==> src/rtl/alu_sequencer_pkg.sv <==
// Shared types for the ALU sequencer: opcodes, ALU control word, FSM states.
package alu_sequencer_pkg;

  typedef enum logic [3:0] {
    OP_ADD = 4'd0,
    OP_SUB = 4'd1,
    OP_AND = 4'd2,
    OP_OR  = 4'd3,
    OP_XOR = 4'd4,
    OP_ROT = 4'd5,
    OP_ADC = 4'd6,
    OP_MUL = 4'd7
  } op_e;

  typedef struct packed {
    logic ci;
    logic nb;
    logic ic;
    logic na;
    logic xo;
    logic no;
    logic rot;
  } alu_ctrl_t;

  typedef enum logic [1:0] {
    IDLE,
    EXEC,
    MUL_LOOP,
    RESP
  } state_e;

  localparam int MUL_ITERS = 16;

endpackage

==> src/rtl/alu_op_decode.sv <==
// Combinational opcode to ALU control-word decode; opcodes 8-15 flag illegal.
module alu_op_decode
  import alu_sequencer_pkg::*;
(
  input  logic [3:0] op,
  input  logic       carry,
  output alu_ctrl_t  ctrl,
  output logic       illegal
);

  always_comb begin
    ctrl    = '0;
    illegal = 1'b0;
    case (op)
      OP_ADD: ;
      OP_SUB: begin ctrl.ci = 1'b1; ctrl.nb = 1'b1; end
      // AND built as NOT(~a | ~b)
      OP_AND: begin
        ctrl.na = 1'b1; ctrl.nb = 1'b1; ctrl.ic = 1'b1;
        ctrl.xo = 1'b1; ctrl.no = 1'b1;
      end
      OP_OR:  begin ctrl.ic = 1'b1; ctrl.xo = 1'b1; end
      OP_XOR: ctrl.ic  = 1'b1;
      OP_ROT: ctrl.rot = 1'b1;
      OP_ADC: ctrl.ci  = carry;
      OP_MUL: ;
      default: illegal = 1'b1;
    endcase
  end

endmodule

==> src/rtl/alu_sequencer.sv <==
// Command/response sequencer driving an external combinational ALU;
// MUL is run as a 16-step shift-add through the ALU adder.
module alu_sequencer
  import alu_sequencer_pkg::*;
#(
  parameter int W = 16
) (
  input  logic         clk,
  input  logic         rst_n,
  input  logic         cmd_valid,
  output logic         cmd_ready,
  input  logic [3:0]   cmd_op,
  input  logic [W-1:0] cmd_a,
  input  logic [W-1:0] cmd_b,
  output logic         rsp_valid,
  input  logic         rsp_ready,
  output logic [W-1:0] rsp_data,
  output logic         rsp_cf,
  output logic         rsp_zf,
  output logic         rsp_err,
  output logic [W-1:0] alu_a,
  output logic [W-1:0] alu_b,
  output logic         alu_ci,
  output logic         alu_nb,
  output logic         alu_ic,
  output logic         alu_na,
  output logic         alu_xo,
  output logic         alu_no,
  output logic         alu_rot,
  input  logic [W-1:0] alu_o,
  input  logic         alu_cf,
  input  logic         alu_zf
);

  state_e       state;
  logic [3:0]   op_r;
  logic [W-1:0] a_r, b_r, acc;
  logic [3:0]   cnt;
  logic         flag_cf, flag_zf;
  alu_ctrl_t    dec_ctrl, ctrl;
  logic         dec_ill;
  logic [W-1:0] mul_next;

  alu_op_decode u_dec (
    .op      (op_r),
    .carry   (flag_cf),
    .ctrl    (dec_ctrl),
    .illegal (dec_ill)
  );

  assign cmd_ready = (state == IDLE);
  assign mul_next  = b_r[cnt] ? alu_o : acc;

  always_comb begin
    alu_a = '0;
    alu_b = '0;
    ctrl  = '0;
    case (state)
      EXEC:     begin alu_a = a_r; alu_b = b_r; ctrl = dec_ctrl; end
      MUL_LOOP: begin alu_a = acc; alu_b = a_r; end
      default: ;
    endcase
  end

  assign alu_ci  = ctrl.ci;
  assign alu_nb  = ctrl.nb;
  assign alu_ic  = ctrl.ic;
  assign alu_na  = ctrl.na;
  assign alu_xo  = ctrl.xo;
  assign alu_no  = ctrl.no;
  assign alu_rot = ctrl.rot;

  // a_r doubles as the shifting multiplicand during MUL_LOOP
  always_ff @(posedge clk or negedge rst_n) begin
    if (!rst_n) begin
      state     <= IDLE;
      op_r      <= '0;
      a_r       <= '0;
      b_r       <= '0;
      acc       <= '0;
      cnt       <= '0;
      flag_cf   <= 1'b0;
      flag_zf   <= 1'b0;
      rsp_valid <= 1'b0;
      rsp_data  <= '0;
      rsp_cf    <= 1'b0;
      rsp_zf    <= 1'b0;
      rsp_err   <= 1'b0;
    end else begin
      case (state)
        IDLE: if (cmd_valid) begin
          op_r  <= cmd_op;
          a_r   <= cmd_a;
          b_r   <= cmd_b;
          acc   <= '0;
          cnt   <= '0;
          state <= (cmd_op == OP_MUL) ? MUL_LOOP : EXEC;
        end
        EXEC: begin
          if (dec_ill) begin
            rsp_data <= '0;
            rsp_cf   <= 1'b0;
            rsp_zf   <= 1'b0;
            rsp_err  <= 1'b1;
          end else begin
            rsp_data <= alu_o;
            rsp_cf   <= alu_cf;
            rsp_zf   <= alu_zf;
            rsp_err  <= 1'b0;
            flag_cf  <= alu_cf;
            flag_zf  <= alu_zf;
          end
          rsp_valid <= 1'b1;
          state     <= RESP;
        end
        MUL_LOOP: begin
          acc <= mul_next;
          a_r <= a_r << 1;
          cnt <= cnt + 4'd1;
          if (cnt == 4'(MUL_ITERS - 1)) begin
            rsp_data  <= mul_next;
            rsp_cf    <= 1'b0;
            rsp_zf    <= (mul_next == '0);
            rsp_err   <= 1'b0;
            flag_cf   <= 1'b0;
            flag_zf   <= (mul_next == '0);
            rsp_valid <= 1'b1;
            state     <= RESP;
          end
        end
        RESP: if (rsp_ready) begin
          rsp_valid <= 1'b0;
          state     <= IDLE;
        end
        default: state <= IDLE;
      endcase
    end
  end

endmodule

==> config.mk <==
export PLATFORM = sky130hd
export DESIGN_NAME = alu_sequencer
export DESIGN_NICKNAME = d
export VERILOG_FILES = /design/src/rtl/alu_sequencer_pkg.sv /design/src/rtl/alu_op_decode.sv /design/src/rtl/alu_sequencer.sv
export SDC_FILE = /design/constraint.sdc
export NUM_CORES = 1
export LEC_CHECK = 0
export ABC_CLOCK_PERIOD_IN_PS = 6700
export CAP_MARGIN = 20
export CORE_MARGIN = 3
export CORE_UTILIZATION = 25
export CTS_CLUSTER_SIZE = 25
export DETAILED_ROUTE_END_ITERATION = 10
export GPL_TIMING_DRIVEN = 0
export MAX_ROUTING_LAYER = met4
export PLACE_DENSITY = 0.49
export SLEW_MARGIN = 20
export SYNTH_ARGS = -nofsm -noshare
export SYNTH_HDL_FRONTEND = slang
export SYNTH_SLANG_ARGS = --single-unit
==> constraint.sdc <==
create_clock -name clk -period 6.7 [get_ports clk]
set_clock_uncertainty 0.05 [all_clocks]
set_input_delay 1.34 -clock clk [delete_from_list [all_inputs] [get_ports clk]]
set_output_delay 1.34 -clock clk [all_outputs]
set_load 0.05 [all_outputs]
==> flow_summary.yaml, run 1 <==
synth:
  synth_compound_area_frac: 0.177
  ys_types: 38
  synthMuxAreaShare: 0.160
  synth_cells: 470
  synthXorXnorAreaFrac: 0.00197
  yosysTopAreaCell: "dfrtp_1"
  synth-async-reset-ratio: 1.00
  yosys_warnings: 0
  synth-main-ff-cell: "dfrtp_1"
  avgSynthCellArea_um2: 9.47
  yosys-top-cells-area: "dfrtp_1 (44%), mux2i_1 (7.4%), mux2_2 (6.1%)"
  mappedNetlistArea_mm2: 0.00445
  synthSimpleGateAreaFrac: 0.154
  synth-adder-area-share: 0.0169
  synth_top_area_share: 0.444
  seq_area_frac_synth: 0.444
  yosys_register_bits: 79
  synth_edf_count: 0
  syn_nets: 534
  synth_top_family_by_area: "compound AO/OA/AOI/OAI gates"
floorplanning:
  die-area_mm2: 0.0194
  io_pins: 118
  fp.dieW_um: 139
  rows: 48
  start_util: 0.257
  core_area_mm2: 0.0174
  fp.dieH_um: 139
global_routing:
  met1_usage: 0.233
  antenna_found_initial: 0
  overflow: 0
  use_met2: 0.244
  grt_pass1_vias: 4424
  grt_pass1_wl_um: 24900
  use_met3: 0.0323
  busiest_layer: "met2"
  grt_max_degree: 45
  grt.total_usage: 0.167
route:
  drt-pass1-iter-count: 5
  vias: 4240
  drtIter0Drc: 320
  drt-vias-per-instance: 5.11
  drc: 0
  totalWireLength_um: 15700
  antenna_left: 0
  wl_per_cell_um: 18.9
worst_setup_path:
  path_max_fanout: 10
  timing.critical_path.mode_cell: "clkbuf_1"
  cp-start-kind: "register"
  cp_slowest_cell: "clkdlybuf4s50_1"
  cp.depth: 8
  crit_buf_inv: 5
  worstSetupStartpoint: "state[0]$_DFFE_PN0P_"
  path_delay_family: "buffers and inverters"
  crit_required_ns: 5.31
  cp.arrival_ns: 3.54
  worstSetupPathType: "register to primary output"
  critPathCaptureType: "primary output"
  ff2ff_path_depth: 8
  r2r-start: "state[0]$_DFFE_PN0P_"
  path_cells: "inv_1, ha_1, clkbuf_1, clkbuf_1, clkbuf_1, a22oi_1, nor2_1, clkdlybuf4s50_1"
  max_stage_delay_ns: 0.85
clock_tree:
  cts_inserted_buffers: 9
  numClockSinks: 79
  cts_tree: "done"
  cts_resized: 0
  clockBufferDepth: 2
  holdBufCountCts: 0
  clkTransAtPathRegs_ns: 0.06
  cts_root_buf: "clkbuf_16"
  post_cts_buffers: 0
  insertion_delay_ns: 0.35
  htreeDepth: 3
finish:
  design_area_mm2: 0.00624
  antenna_cells: 0
  final_core_util: 0.359
  layout.nets: 663
  layout.cells.non_filler: 829
  fillCellCount: 1777
  syn2layout_area_growth_pct: 40.1
  drive_gt1_frac: 0.0877
place:
  hpwl_um: 12100
  place.gp.congestion: 0.867
  place_inst: 813
  place_area_mm2: 0.00593
  place_ws_ns: 2.15
  port_buffers: 117
sta:
  fmax_ghz: 0.203
  final.setup.tns_ns: 0
  finalMaxSlewViolations: 0
  worst_pin_slew_ns: 0.772
  rsz0062_at_grt: "false"
  final_hold_viol_count: 0
  worst_slack_ns: 1.77
  min_period_over_period: 0.736
  setup_viol: 0
  min_period_ns: 4.93
  slew_headroom: 0.486
worst_hold_path:
  min_from: "rsp_zf$_DFFE_PN0P_"
  hold_class: "register to register"
  hold_depth: 2
power:
  p_per_area_mw_per_mm2: 606
  ir_drop_uv: 250
  p_leak_nw: 2.44
run_status:
  status: "finished, final reports clean"
run:
  maxCapViolations: 0
[per-layer routing]
metal  part of all wire  vias up
li1                   -     1987
met1               0.47     2103
met2               0.46      131
met3              0.050       19
met4              0.018        0
met5                  0        -
[Yosys cell counts (all sizes together) (2+ instances only)]
master,instances
a21oi,23
a22oi,33
a31oi,2
and3,2
buf,10
clkbuf,29
dfrtp,79
ha,6
inv,7
mux2,24
mux2i,34
mux4,4
nand2,41
nand2b,3
nand3,32
nand4,4
nor2,52
nor2b,3
nor3,3
nor4,8
o211ai,16
o21ai,27
o22ai,16
o31ai,3
[area by class of cell]
cell class / count / area (um2) / area share
inverters: 7 / 26.3 / 0.00421
multi-input cells: 345 / 2270 / 0.364
clock inverters: 4 / 70.1 / 0.0112
clock buffers: 12 / 236 / 0.0379
well taps: 225 / 282 / 0.0451
plain buffers: 39 / 180 / 0.0289
flip-flops and latches: 79 / 1980 / 0.317
repair buffers: 118 / 1200 / 0.192
[worst register-to-register path, delay by kind of cell, from the launching register on]
kind / cells / cell delay, ns
DFF: 1 / 0.41
buffers and inverters: 3 / 0.89
adders and majority gates: 1 / 0.15
AOI/OAI and AO/OA: 2 / 0.69
and+or+nand+nor: 2 / 0.60
[report_power, final]
| part | internal [mW] | switching (mW) | leakage, nW |
|---|---|---|---|
| clock network | 0.326 | 0.198 | 0.151 |
| registers | 0.701 | 0.236 | 0.971 |
| logic | 0.846 | 1.47 | 1.32 |
| total | 1.87 | 1.91 | 2.44 |
[cell usage in the layout, fill, tap and decap left out, types with 4 or more instances in the layout]
master           count
a21oi_1             23
a22oi_1             33
clkbuf_1            32
clkbuf_16            9
clkdlybuf4s50_1    116
dfrtp_1             79
ha_1                 6
inv_1                7
mux2_2              24
mux2i_1             33
mux4_2               4
nand2_1             41
nand3_1             32
nand4_1              4
nor2_1              52
nor4_1               8
o211ai_1            16
o21ai_0             25
o22ai_1             16
[per-stage QoR]
stage          power [mW]  hold WS, ns
2_1_floorplan        2.51        0.422
3_3_place_gp         3.22        0.432
3_5_place_dp         3.26        0.440
4_1_cts              3.79        0.452
5_1_grt              4.03        0.480
6_report             3.78        0.446
[kinds of logic (layout without fill, tap and decap cells)]
family,Yosys count,count (layout)
flops,79,79
buf+inv,46,180
mux,62,62
xor+xnor,1,1
simple gates,152,152
compound gates,124,124
fa+ha+maj,6,6
[state kept, by name, summed over array words and instances (netlist names)]
register and flops:
rsp_data 16, rsp_err 1, cnt 4, rsp_valid 1, acc 16, flag_cf 1, rsp_zf 1, b_r 16
rsp_cf 1, op_r 4, state 2, a_r 16
[worst paths after layout]
path,end,slack [ns]
setup reg to reg,rsp_data[2]$_DFFE_PN0P_,3.82
hold reg to reg,rsp_zf$_DFFE_PN0P_,0.45
hold / removal,rsp_zf$_DFFE_PN0P_,0.45
setup / recovery,alu_a[14],1.77
max in group asynchronous,op_r[2]$_DFFE_PN0P_,5.09
min in group asynchronous,rsp_data[4]$_DFFE_PN0P_,0.92
Note: power is estimated with default switching activity, not from simulation.
==> run 2: changes to the inputs <==
--- a/config.mk
+++ b/config.mk
@@ -5,7 +5,7 @@
 export SDC_FILE = /design/constraint.sdc
 export NUM_CORES = 1
 export LEC_CHECK = 0
-export ABC_CLOCK_PERIOD_IN_PS = 6700
+export ABC_CLOCK_PERIOD_IN_PS = 4100
 export CAP_MARGIN = 20
 export CORE_MARGIN = 3
 export CORE_UTILIZATION = 25
@@ -13,7 +13,7 @@
 export DETAILED_ROUTE_END_ITERATION = 10
 export GPL_TIMING_DRIVEN = 0
 export MAX_ROUTING_LAYER = met4
-export PLACE_DENSITY = 0.49
+export PLACE_DENSITY = 0.5
 export SLEW_MARGIN = 20
 export SYNTH_ARGS = -nofsm -noshare
 export SYNTH_HDL_FRONTEND = slang
==> constraint.sdc (replaced) <==
create_clock -name clk -period 4.1 [get_ports clk]
set_clock_uncertainty 0.05 [all_clocks]
set_input_delay 0.82 -clock clk [delete_from_list [all_inputs] [get_ports clk]]
set_output_delay 0.82 -clock clk [all_outputs]
set_load 0.05 [all_outputs]
==> run 2 against run 1 <==
Net effect:
- worst setup slack lost 1.6 ns
- via count grew 1.3%
- flip-flop and latch count is the same
- die area is the same
- sequential power grew 63%
- clock power grew 76%
- register-to-register slack lost 2.7 ns
- non-clock buffer count is the same
==> flow_summary.yaml, run 2 (synthesis gave the netlist of run 1 again) <==
sta:
  worst_hold_slack_ns: 0.400
  setup_viol: 0
  slew_headroom: 0.449
  min_period_over_period: 0.964
  finalMaxSlewViolations: 0
  final_hold_viol_count: 0
  fmax_ghz: 0.253
  worst_slack_ns: 0.146
  min_period_ns: 3.95
  rsz0062_at_grt: "false"
  worst_pin_slew_ns: 0.824
place:
  place.gp.congestion: 0.869
  hpwl_um: 12200
  place_ws_ns: 0.0607
  place_inst: 813
  port_buffers: 117
worst_setup_path:
  r2r-start: "state[0]$_DFFE_PN0P_"
  max_stage_delay_ns: 0.57
  cp_slowest_cell: "dlygate4sd2_1"
  critPathCaptureType: "primary output"
  worstSetupStartpoint: "state[0]$_DFFE_PN0P_"
  path_cells: "inv_1, ha_1, clkbuf_1, clkbuf_2, clkbuf_1, a22oi_1, nor2_1, dlygate4sd2_1"
  timing.critical_path.mode_cell: "clkbuf_1"
  cp-start-kind: "register"
  crit_required_ns: 3.23
  worstSetupPathType: "register to primary output"
  cp.arrival_ns: 3.08
  path_max_fanout: 10
power:
  p_leak_nw: 2.59
  ir_drop_uv: 403
  power.total_mw: 6.18
  p_per_area_mw_per_mm2: 992
finish:
  final_cell_mix: "clkdlybuf4s50_1 (85), dfrtp_1 (79), nor2_1 (52)"
  antenna_cells: 0
  layout.nets: 663
  fillCellCount: 1757
  final_common_cell: "clkdlybuf4s50_1"
  syn2layout_area_growth_pct: 39.8
  layout.cells.non_filler: 829
  final_core_util: 0.359
  drive_gt1_frac: 0.0993
route:
  routed-wl-met3_um: 748
  m1WireLength_um: 7380
  wl_per_cell_um: 19.1
  drt-pass1-iter-count: 5
  vias: 4296
  antenna_left: 0
  top_layer: "met4"
  totalWireLength_um: 15800
  drt-vias-per-instance: 5.18
  drtIter0Drc: 313
  wl_met2_um: 7450
  drc: 0
floorplanning:
  rows: 48
  fp.dieH_um: 139
  io_pins: 118
  core_area_mm2: 0.0174
  fp.dieW_um: 139
  start_util: 0.257
  die-area_mm2: 0.0194
global_routing:
  overflow: 0
  antenna_found_initial: 0
  grt.total_usage: 0.165
  grt_max_degree: 46
  grt_pass1_wl_um: 24900
  grt_pass1_vias: 4316
clock_tree:
  cts_tree: "done"
  htreeDepth: 3
  clockBufferDepth: 2
  cts_root_buf: "clkbuf_16"
  holdBufCountCts: 0
  insertion_delay_ns: 0.34
  cts_inserted_buffers: 9
  clkTransAtPathRegs_ns: 0.06
  numClockSinks: 79
run_status:
  status: "finished, final reports clean"
worst_hold_path:
  hold_class: "input pin to asynchronous set/reset pin"
run:
  maxCapViolations: 0
==> run 2: layout make-up <==
class                           instances  area (um2)  share of cell area
Buffer                                 39         183              0.0293
Clock buffer                           10         229              0.0368
Clock inverter                          6         109              0.0175
Inverter                                7        26.3             0.00422
Multi-Input combinational cell        345        2270               0.364
Sequential cell                        79        1980               0.317
Tap cell                              225         282              0.0452
Timing Repair Buffer                  118        1150               0.185
==> run 2: repair_timing <==
| item | 4_1_cts | 5_1_grt |
|---|---|---|
| hold endpoints to repair | 0 | 0 |
| setup endpoints to repair | 30 | 13 |
| buffers inserted | 0 | 0 |
| resized for setup | 31 | 11 |
| cloned | 0 | 0 |
==> run 2: worst max-delay path: cells and delay by family, from the launching register on <==
family / cells / cell delay (ns)
buf+inv: 5 / 1.84
flops: 1 / 0.41
simple gates: 1 / 0.21
fa+ha+maj: 1 / 0.16
compound gates: 1 / 0.12
==> run 2: layer usage <==
layer	track usage	up-vias
met5	-	-
met4	0.0396	0
met3	0.0278	18
met2	0.260	145
met1	0.224	2149
li1	-	1984
==> run 2: where the power goes <==
group / switching (mW) / total [mW] / internal, mW
combinational: 2.42 / 3.72 / 1.30
sequential: 0.386 / 1.53 / 1.14
clock: 0.329 / 0.923 / 0.594
total: 3.14 / 6.18 / 3.04
==> run 2: worst paths after layout <==
check                           depth (start not counted)                       end  slack [ns]
worst max register to register                          8   rsp_data[2]$_DFFE_PN0P_        1.15
max in group asynchronous                               2        b_r[7]$_DFFE_PN0P_        3.00
worst min register to register                          2  rsp_data[15]$_DFFE_PN0P_        0.45
worst min-delay path                                    1   rsp_data[8]$_DFFE_PN0P_        0.40
worst max-delay path                                    8                  alu_a[9]        0.15
min in group clk                                        2  rsp_data[15]$_DFFE_PN0P_        0.45
==> run 2: per-stage QoR <==
| step | cell area, um2 | setup TNS, ns |
|---|---|---|
| after CTS | 6230 | 0 |
| after global placement | 5910 | -59.58 |
| after floorplan | 4450 | 0 |
| final | 6230 | 0 |
| after global routing | 6230 | 0 |
| after detailed placement | 5930 | 0 |
==> run 3: changes to the inputs <==
--- a/config.mk
+++ b/config.mk
@@ -6,7 +6,7 @@
 export NUM_CORES = 1
 export LEC_CHECK = 0
 export ABC_CLOCK_PERIOD_IN_PS = 4100
-export CAP_MARGIN = 20
+export CAP_MARGIN = 10
 export CORE_MARGIN = 3
 export CORE_UTILIZATION = 25
 export CTS_CLUSTER_SIZE = 25
==> results of run 3 <==
Same layout as run 2: the final DEF is identical, and so are final timing and power.
